[config.mk]
export PLATFORM = sky130hd
export DESIGN_NAME = fht_addr_gen
export DESIGN_NICKNAME = d
export VERILOG_FILES = /design/src/rtl/fht_addr_gen_pkg.sv /design/src/rtl/fht_bfly_idx.sv /design/src/rtl/fht_addr_gen.sv
export SDC_FILE = /design/constraint.sdc
export NUM_CORES = 1
export LEC_CHECK = 0
export ABC_AREA = 0
export BUFFER_PORTS_ARGS = -buffer_cell sky130_fd_sc_hd__buf_2
export CAP_MARGIN = 5
export CORE_AREA = 2 2 84 86
export CTS_BUF_LIST = sky130_fd_sc_hd__clkbuf_4 sky130_fd_sc_hd__clkbuf_8
export DETAILED_ROUTE_END_ITERATION = 10
export DIE_AREA = 0 0 86 88
export PLACE_DENSITY = 0.6
export SLEW_MARGIN = 0
export SYNTH_ARGS = -nofsm -noshare
export SYNTH_HDL_FRONTEND = slang
export SYNTH_SLANG_ARGS = --single-unit
[constraint.sdc]
create_clock -name iCLK -period 11.9 [get_ports iCLK]
set_input_delay 2.38 -clock iCLK [delete_from_list [all_inputs] [get_ports iCLK]]
set_output_delay 2.38 -clock iCLK [all_outputs]
set_load 0.05 [all_outputs]
[src/rtl/fht_addr_gen_pkg.sv]
// Shared types and index helpers for the radix-2 FHT address sequencer.
package fht_addr_gen_pkg;

    typedef enum logic [1:0] {
        ST_IDLE  = 2'd0,
        ST_RUN   = 2'd1,
        ST_DRAIN = 2'd2,
        ST_DONE  = 2'd3
    } seq_state_e;

    localparam int DRAIN_CNT_W = 4;

    // Width of a stage number for a transform of 2^n_bit points.
    function automatic int stage_w(input int n_bit);
        return (n_bit <= 2) ? 1 : $clog2(n_bit);
    endfunction

    // Twiddle index for butterfly offset k in stage s: k * N / (2 * 2^s).
    function automatic logic [31:0] twiddle_idx(input logic [31:0] k, input int s, input int n_bit);
        return k << (n_bit - 1 - s);
    endfunction

endpackage

[src/rtl/fht_bfly_idx.sv]
// Combinational mapping of (stage, butterfly) to operand addresses and twiddle ROM index.
module fht_bfly_idx
    import fht_addr_gen_pkg::*;
#(
    parameter int N_BIT = 8,
    parameter int A_BIT = N_BIT - 2,
    parameter int S_BIT = stage_w(N_BIT)
) (
    input  logic [S_BIT-1:0] s_i,
    input  logic [N_BIT-2:0] b_i,
    output logic [N_BIT-1:0] addr_a_o,
    output logic [N_BIT-1:0] addr_b_o,
    output logic [A_BIT-1:0] rom_addr_o,
    output logic             quad_o
);

    localparam logic [N_BIT-1:0] ONE = N_BIT'(1);

    logic [N_BIT-1:0] b_ext;
    logic [N_BIT-1:0] half;
    logic [N_BIT-1:0] k;
    logic [N_BIT-1:0] grp_base;
    logic [N_BIT-2:0] t;

    always_comb begin
        b_ext    = {1'b0, b_i};
        half     = ONE << s_i;
        k        = b_ext & (half - ONE);
        // (b >> s) * 2H is the group index with its low s bits cleared, doubled.
        grp_base = (b_ext & ~(half - ONE)) << 1;
        addr_a_o = grp_base + k;
        addr_b_o = addr_a_o + half;
        t        = (N_BIT - 1)'(twiddle_idx(32'(k), int'(s_i), N_BIT));
        rom_addr_o = t[A_BIT-1:0];
        quad_o     = t[N_BIT-2];
    end

endmodule

[src/rtl/fht_addr_gen.sv]
// Stage/butterfly sequencer: issues ROM address and stage-zero flag, then the
// butterfly operand addresses one cycle later, aligned with the ROM output.
module fht_addr_gen
    import fht_addr_gen_pkg::*;
#(
    parameter int N_BIT = 8,
    parameter int A_BIT = N_BIT - 2,
    parameter int DRAIN = 4
) (
    input  logic                        iCLK,
    input  logic                        iRESET,
    input  logic                        iSTART,
    input  logic                        iEN,
    output logic [A_BIT-1:0]            oROM_ADDR,
    output logic                        oST_ZERO,
    output logic                        oQUAD,
    output logic [N_BIT-1:0]            oADDR_A,
    output logic [N_BIT-1:0]            oADDR_B,
    output logic [stage_w(N_BIT)-1:0]   oSTAGE,
    output logic                        oVALID,
    output logic                        oBUSY,
    output logic                        oDONE
);

    localparam int S_BIT = stage_w(N_BIT);

    localparam logic [N_BIT-2:0]       B_LAST   = '1;
    localparam logic [N_BIT-2:0]       B_ONE    = (N_BIT - 1)'(1);
    localparam logic [S_BIT-1:0]       S_LAST   = S_BIT'(N_BIT - 1);
    localparam logic [S_BIT-1:0]       S_ONE    = S_BIT'(1);
    localparam logic [DRAIN_CNT_W-1:0] CNT_ONE  = DRAIN_CNT_W'(1);
    localparam logic [DRAIN_CNT_W-1:0] DRAIN_LD = DRAIN_CNT_W'(DRAIN);

    seq_state_e             state_q, state_d;
    logic [S_BIT-1:0]       s_q, s_d;
    logic [N_BIT-2:0]       b_q, b_d;
    logic [DRAIN_CNT_W-1:0] cnt_q, cnt_d;
    logic                   st_zero_q, st_zero_d;
    logic                   stage_end;

    logic [N_BIT-1:0]       cur_a, cur_b;
    logic [A_BIT-1:0]       cur_rom;
    logic                   cur_quad;

    logic [N_BIT-1:0]       addr_a_q, addr_b_q;
    logic                   quad_q;
    logic [S_BIT-1:0]       stage_q;
    logic                   valid_q;
    logic                   done_q;

    // (s_q, b_q) is the butterfly whose ROM address is being issued this cycle.
    fht_bfly_idx #(
        .N_BIT (N_BIT),
        .A_BIT (A_BIT),
        .S_BIT (S_BIT)
    ) u_idx (
        .s_i        (s_q),
        .b_i        (b_q),
        .addr_a_o   (cur_a),
        .addr_b_o   (cur_b),
        .rom_addr_o (cur_rom),
        .quad_o     (cur_quad)
    );

    always_comb begin
        state_d   = state_q;
        s_d       = s_q;
        b_d       = b_q;
        cnt_d     = cnt_q;
        stage_end = 1'b0;

        case (state_q)
            ST_IDLE: begin
                if (iSTART) begin
                    state_d = ST_RUN;
                    s_d     = '0;
                    b_d     = '0;
                end
            end
            ST_RUN: begin
                if (iEN) begin
                    if (b_q == B_LAST) begin
                        if (DRAIN == 0) begin
                            stage_end = 1'b1;
                        end else begin
                            state_d = ST_DRAIN;
                            cnt_d   = DRAIN_LD;
                        end
                    end else begin
                        b_d = b_q + B_ONE;
                    end
                end
            end
            ST_DRAIN: begin
                if (iEN) begin
                    if (cnt_q == CNT_ONE) begin
                        stage_end = 1'b1;
                    end else begin
                        cnt_d = cnt_q - CNT_ONE;
                    end
                end
            end
            ST_DONE: begin
                state_d = ST_IDLE;
            end
            default: begin
                state_d = ST_IDLE;
            end
        endcase

        if (stage_end) begin
            if (s_q == S_LAST) begin
                state_d = ST_DONE;
            end else begin
                state_d = ST_RUN;
                s_d     = s_q + S_ONE;
                b_d     = '0;
            end
        end

        st_zero_d = ((state_d == ST_RUN) || (state_d == ST_DRAIN)) && (s_d == '0);
    end

    always_ff @(posedge iCLK or negedge iRESET) begin
        if (!iRESET) begin
            state_q   <= ST_IDLE;
            s_q       <= '0;
            b_q       <= '0;
            cnt_q     <= '0;
            st_zero_q <= 1'b0;
            done_q    <= 1'b0;
        end else begin
            state_q   <= state_d;
            s_q       <= s_d;
            b_q       <= b_d;
            cnt_q     <= cnt_d;
            st_zero_q <= st_zero_d;
            done_q    <= (state_q == ST_DONE);
        end
    end

    // Output delay register: captures the issued butterfly as the ROM registers its address.
    always_ff @(posedge iCLK or negedge iRESET) begin
        if (!iRESET) begin
            addr_a_q <= '0;
            addr_b_q <= '0;
            quad_q   <= 1'b0;
            stage_q  <= '0;
            valid_q  <= 1'b0;
        end else if (iEN) begin
            valid_q <= (state_q == ST_RUN);
            if (state_q == ST_RUN) begin
                addr_a_q <= cur_a;
                addr_b_q <= cur_b;
                quad_q   <= cur_quad;
                stage_q  <= s_q;
            end
        end
    end

    // A held beat stays in valid_q while iEN is low and is presented once iEN returns.
    assign oVALID    = valid_q & iEN;
    assign oROM_ADDR = cur_rom;
    assign oST_ZERO  = st_zero_q;
    assign oQUAD     = quad_q;
    assign oADDR_A   = addr_a_q;
    assign oADDR_B   = addr_b_q;
    assign oSTAGE    = stage_q;
    assign oDONE     = done_q;
    assign oBUSY     = (state_q != ST_IDLE) | done_q;

endmodule
==> metrics <==
GRT Residual Overflow 0; post-synthesis cell count 302; # DRC 0; Max IR drop VDD 0.0000989 V; Post-synth EDFFs 0; clock root buffer clkbuf_8; TritonRoute pass-1 iters 4; worst min-delay path class reg2reg; CTS resizes 0; n_diodes 0; hold buffers post-CTS 0; Initial Util 0.421; Worst path slowest cell dfrtp_1; final hold vios 0; Pleak 1.46 nW; Period minus WS final 5.71 ns; CP max stage delay 0.55 ns; Post-Route WL 6.06 mm; remaining antenna violation count after routing 0; Post-CTS Setup Inserts 0; TritonCTS clock tree yes; die area approximately 7600 um2; initial antenna violation count 0; Tot Pwr 533 uW; RSZ-0062 raised after global routing false; GP Congestion 0.926; first-pass GRT wire length about 11 mm; sequence of cells on the critical path inv_1 -> ha_1 -> nand2_1 -> ha_1 -> nand2b_1 -> mux2_2 -> and2_1 -> mux2_2 -> mux2i_1 -> o22ai_1 -> buf_2; Vias 2212; Synth warnings 0; Std-Cell Rows 30; Layout Skew 0.0107 ns; final setup fails 0; final slew viol count 0; max-cap viol count 0; largest net degree at the start of global routing 43; Critical Path Start Type flip-flop; CP bufs+invs 2; outcome finished clean; Tightest Pin Transition 0.873 ns; vias in the first global route 2109; post-synthesis register bit count 39; post-layout util 0.470; WS Path Type reg2out; final period utilization 0.480; DIE HEIGHT roughly 88 um; Mapped Nets 330; crit end category output pin; Num CTS Buffers 5; IO Port Bufs 33; Worst-path clk slew 0.08 ns; power density cells 171 nW/um2; Slew Limit Headroom 0.418; asr flop ratio synth 1.00; area grow syn2layout 11.6%; dominant synthesized flop cell dfrtp_1; WL per Instance 14.7 um; register area share after synthesis 0.349; die width 86 um; share of cells above drive strength 1 0.177; Crit path max-delay family multiplexers; Worst Path Required 9.52 ns; vias per cell ~5.4; core area 6640 um2; DR iter-0 viols 126; clk sinks 39; H-tree Lvls 2; worst skew pair latency about 0.3 ns; syn avg cell area 9.27 um2; final HPWL from detailed placement 4.61 mm; CTS Buffer Depth 2; Hold Slack 0.476 ns; Total Routing Usage GR 0.177; Yosys cell types between 50 and 60; I/O pins 34; Achievable Freq 175 MHz; worst-path maximum fanout 14; Worst Path Arrival 3.33 ns; setup TNS 0 ns; Mapped Area 2800 um2; Nets 360
## cell families (layout without fill, tap and decap cells)
logic type	after synthesis	count (layout)	share of synthesized area
AOI/OAI and AO/OA	59	59	0.142
xor gates and xnor gates	19	19	0.0644
adders and majority gates	24	24	0.113
buffers and inverters	26	57	0.0416
DFF	39	39	0.349
muxes	17	17	0.0702
other	1	1	0.00134
and+or+nand+nor	117	117	0.219
## report_power, final
| group | total, mW | switching (mW) | internal, mW | leakage, nW |
|---|---|---|---|---|
| sequential | 0.194 | 0.0296 | 0.165 | 0.508 |
| clock | 0.111 | 0.0488 | 0.0624 | 0.0581 |
| combinational | 0.227 | 0.151 | 0.0766 | 0.896 |
## state kept, by name (all words and copies together), names as in the netlist
register,flops
oADDR_A,8
oADDR_B,8
b_q,7
cnt_q,4
oSTAGE,3
s_q,3
state_q,2
oDONE,1
oQUAD,1
oST_ZERO,1
valid_q,1
## placed cells by master (no fill, tap or decap), types with 4 or more instances in the layout
master    netlist  routed
nor2_1         18      18
a21oi_1        14      14
and3_1          6       6
and2_1         13      13
dfrtp_1        39      39
o21ai_0        18      18
nand2_1        37      37
o31ai_1         4       4
mux2_2          8       8
nor3_1          6       6
nand3_1         8       8
buf_2           0      33
xnor2_1        10      10
mux2i_1         8       8
nand2b_1        5       5
ha_1           22      22
inv_1          14      14
nor2b_1         6       6
clkbuf_8        0       5
xor2_1          8       8
## metal layers
metal / routed length [um] / vias to the layer above / global-route usage / part of all wire
met4: 166 / 0 / 0.0707 / 0.027
li1: - / 1120 / - / -
met1: 3150 / 1035 / 0.258 / 0.52
met3: 184 / 12 / 0.0264 / 0.030
met2: 2550 / 45 / 0.262 / 0.42
met5: 0 / - / 0 / 0
## through the flow
step / cells / cell area, um2 / setup slack, ns
after floorplan: 302 / 2800 / 6.27
after global placement: 405 / 3010 / 6.62
after detailed placement: 405 / 3010 / 6.54
after CTS: 413 / 3120 / 6.21
after global routing: 413 / 3120 / 5.91
final: 413 / 3120 / 6.19
## synthesized netlist by cell type (8+ instances only)
| master | instances | area share |
|---|---|---|
| dfrtp_1 | 39 | 0.35 |
| nand2_1 | 37 | 0.050 |
| ha_1 | 22 | 0.098 |
| nor2_1 | 18 | 0.024 |
| o21ai_0 | 18 | 0.032 |
| a21oi_1 | 14 | 0.025 |
| inv_1 | 14 | 0.019 |
| and2_1 | 13 | 0.029 |
| xnor2_1 | 10 | 0.031 |
| clkbuf_1 | 8 | 0.011 |
| mux2_2 | 8 | 0.032 |
| mux2i_1 | 8 | 0.029 |
| nand3_1 | 8 | 0.014 |
| xor2_1 | 8 | 0.025 |
## path summary, 6_finish.rpt
path	from	to	slack [ns]	cells after the start
setup / recovery	s_q[0]$_DFF_PN0_	oROM_ADDR[5]	6.19	11
hold / removal	oADDR_B[5]$_DFFE_PN0P_	oADDR_B[5]$_DFFE_PN0P_	0.48	2
setup reg to reg	s_q[0]$_DFF_PN0_	oADDR_B[7]$_DFFE_PN0P_	6.94	20
hold reg to reg	oADDR_B[5]$_DFFE_PN0P_	oADDR_B[5]$_DFFE_PN0P_	0.48	2
max in group asynchronous	iRESET	oADDR_A[1]$_DFFE_PN0P_	9.15	1
min in group asynchronous	iRESET	b_q[1]$_DFF_PN0_	2.19	1
## worst min-delay path, stage by stage, from the launching register on
cell and delay [ns]:
dfrtp_1 0.34, nand2_1 0.04, o21ai_0 0.06
## final cells by class
class                      instances  area (um2)
tap                               80         100
clock inverter                     3        43.8
fill                             657        3520
inverter                          15        56.3
multi-input combinational        237        1710
clock buffer                       5        68.8
timing repair buffer              34         173
sequential                        39         976
No activity file was read; power rests on OpenSTA's default activity.
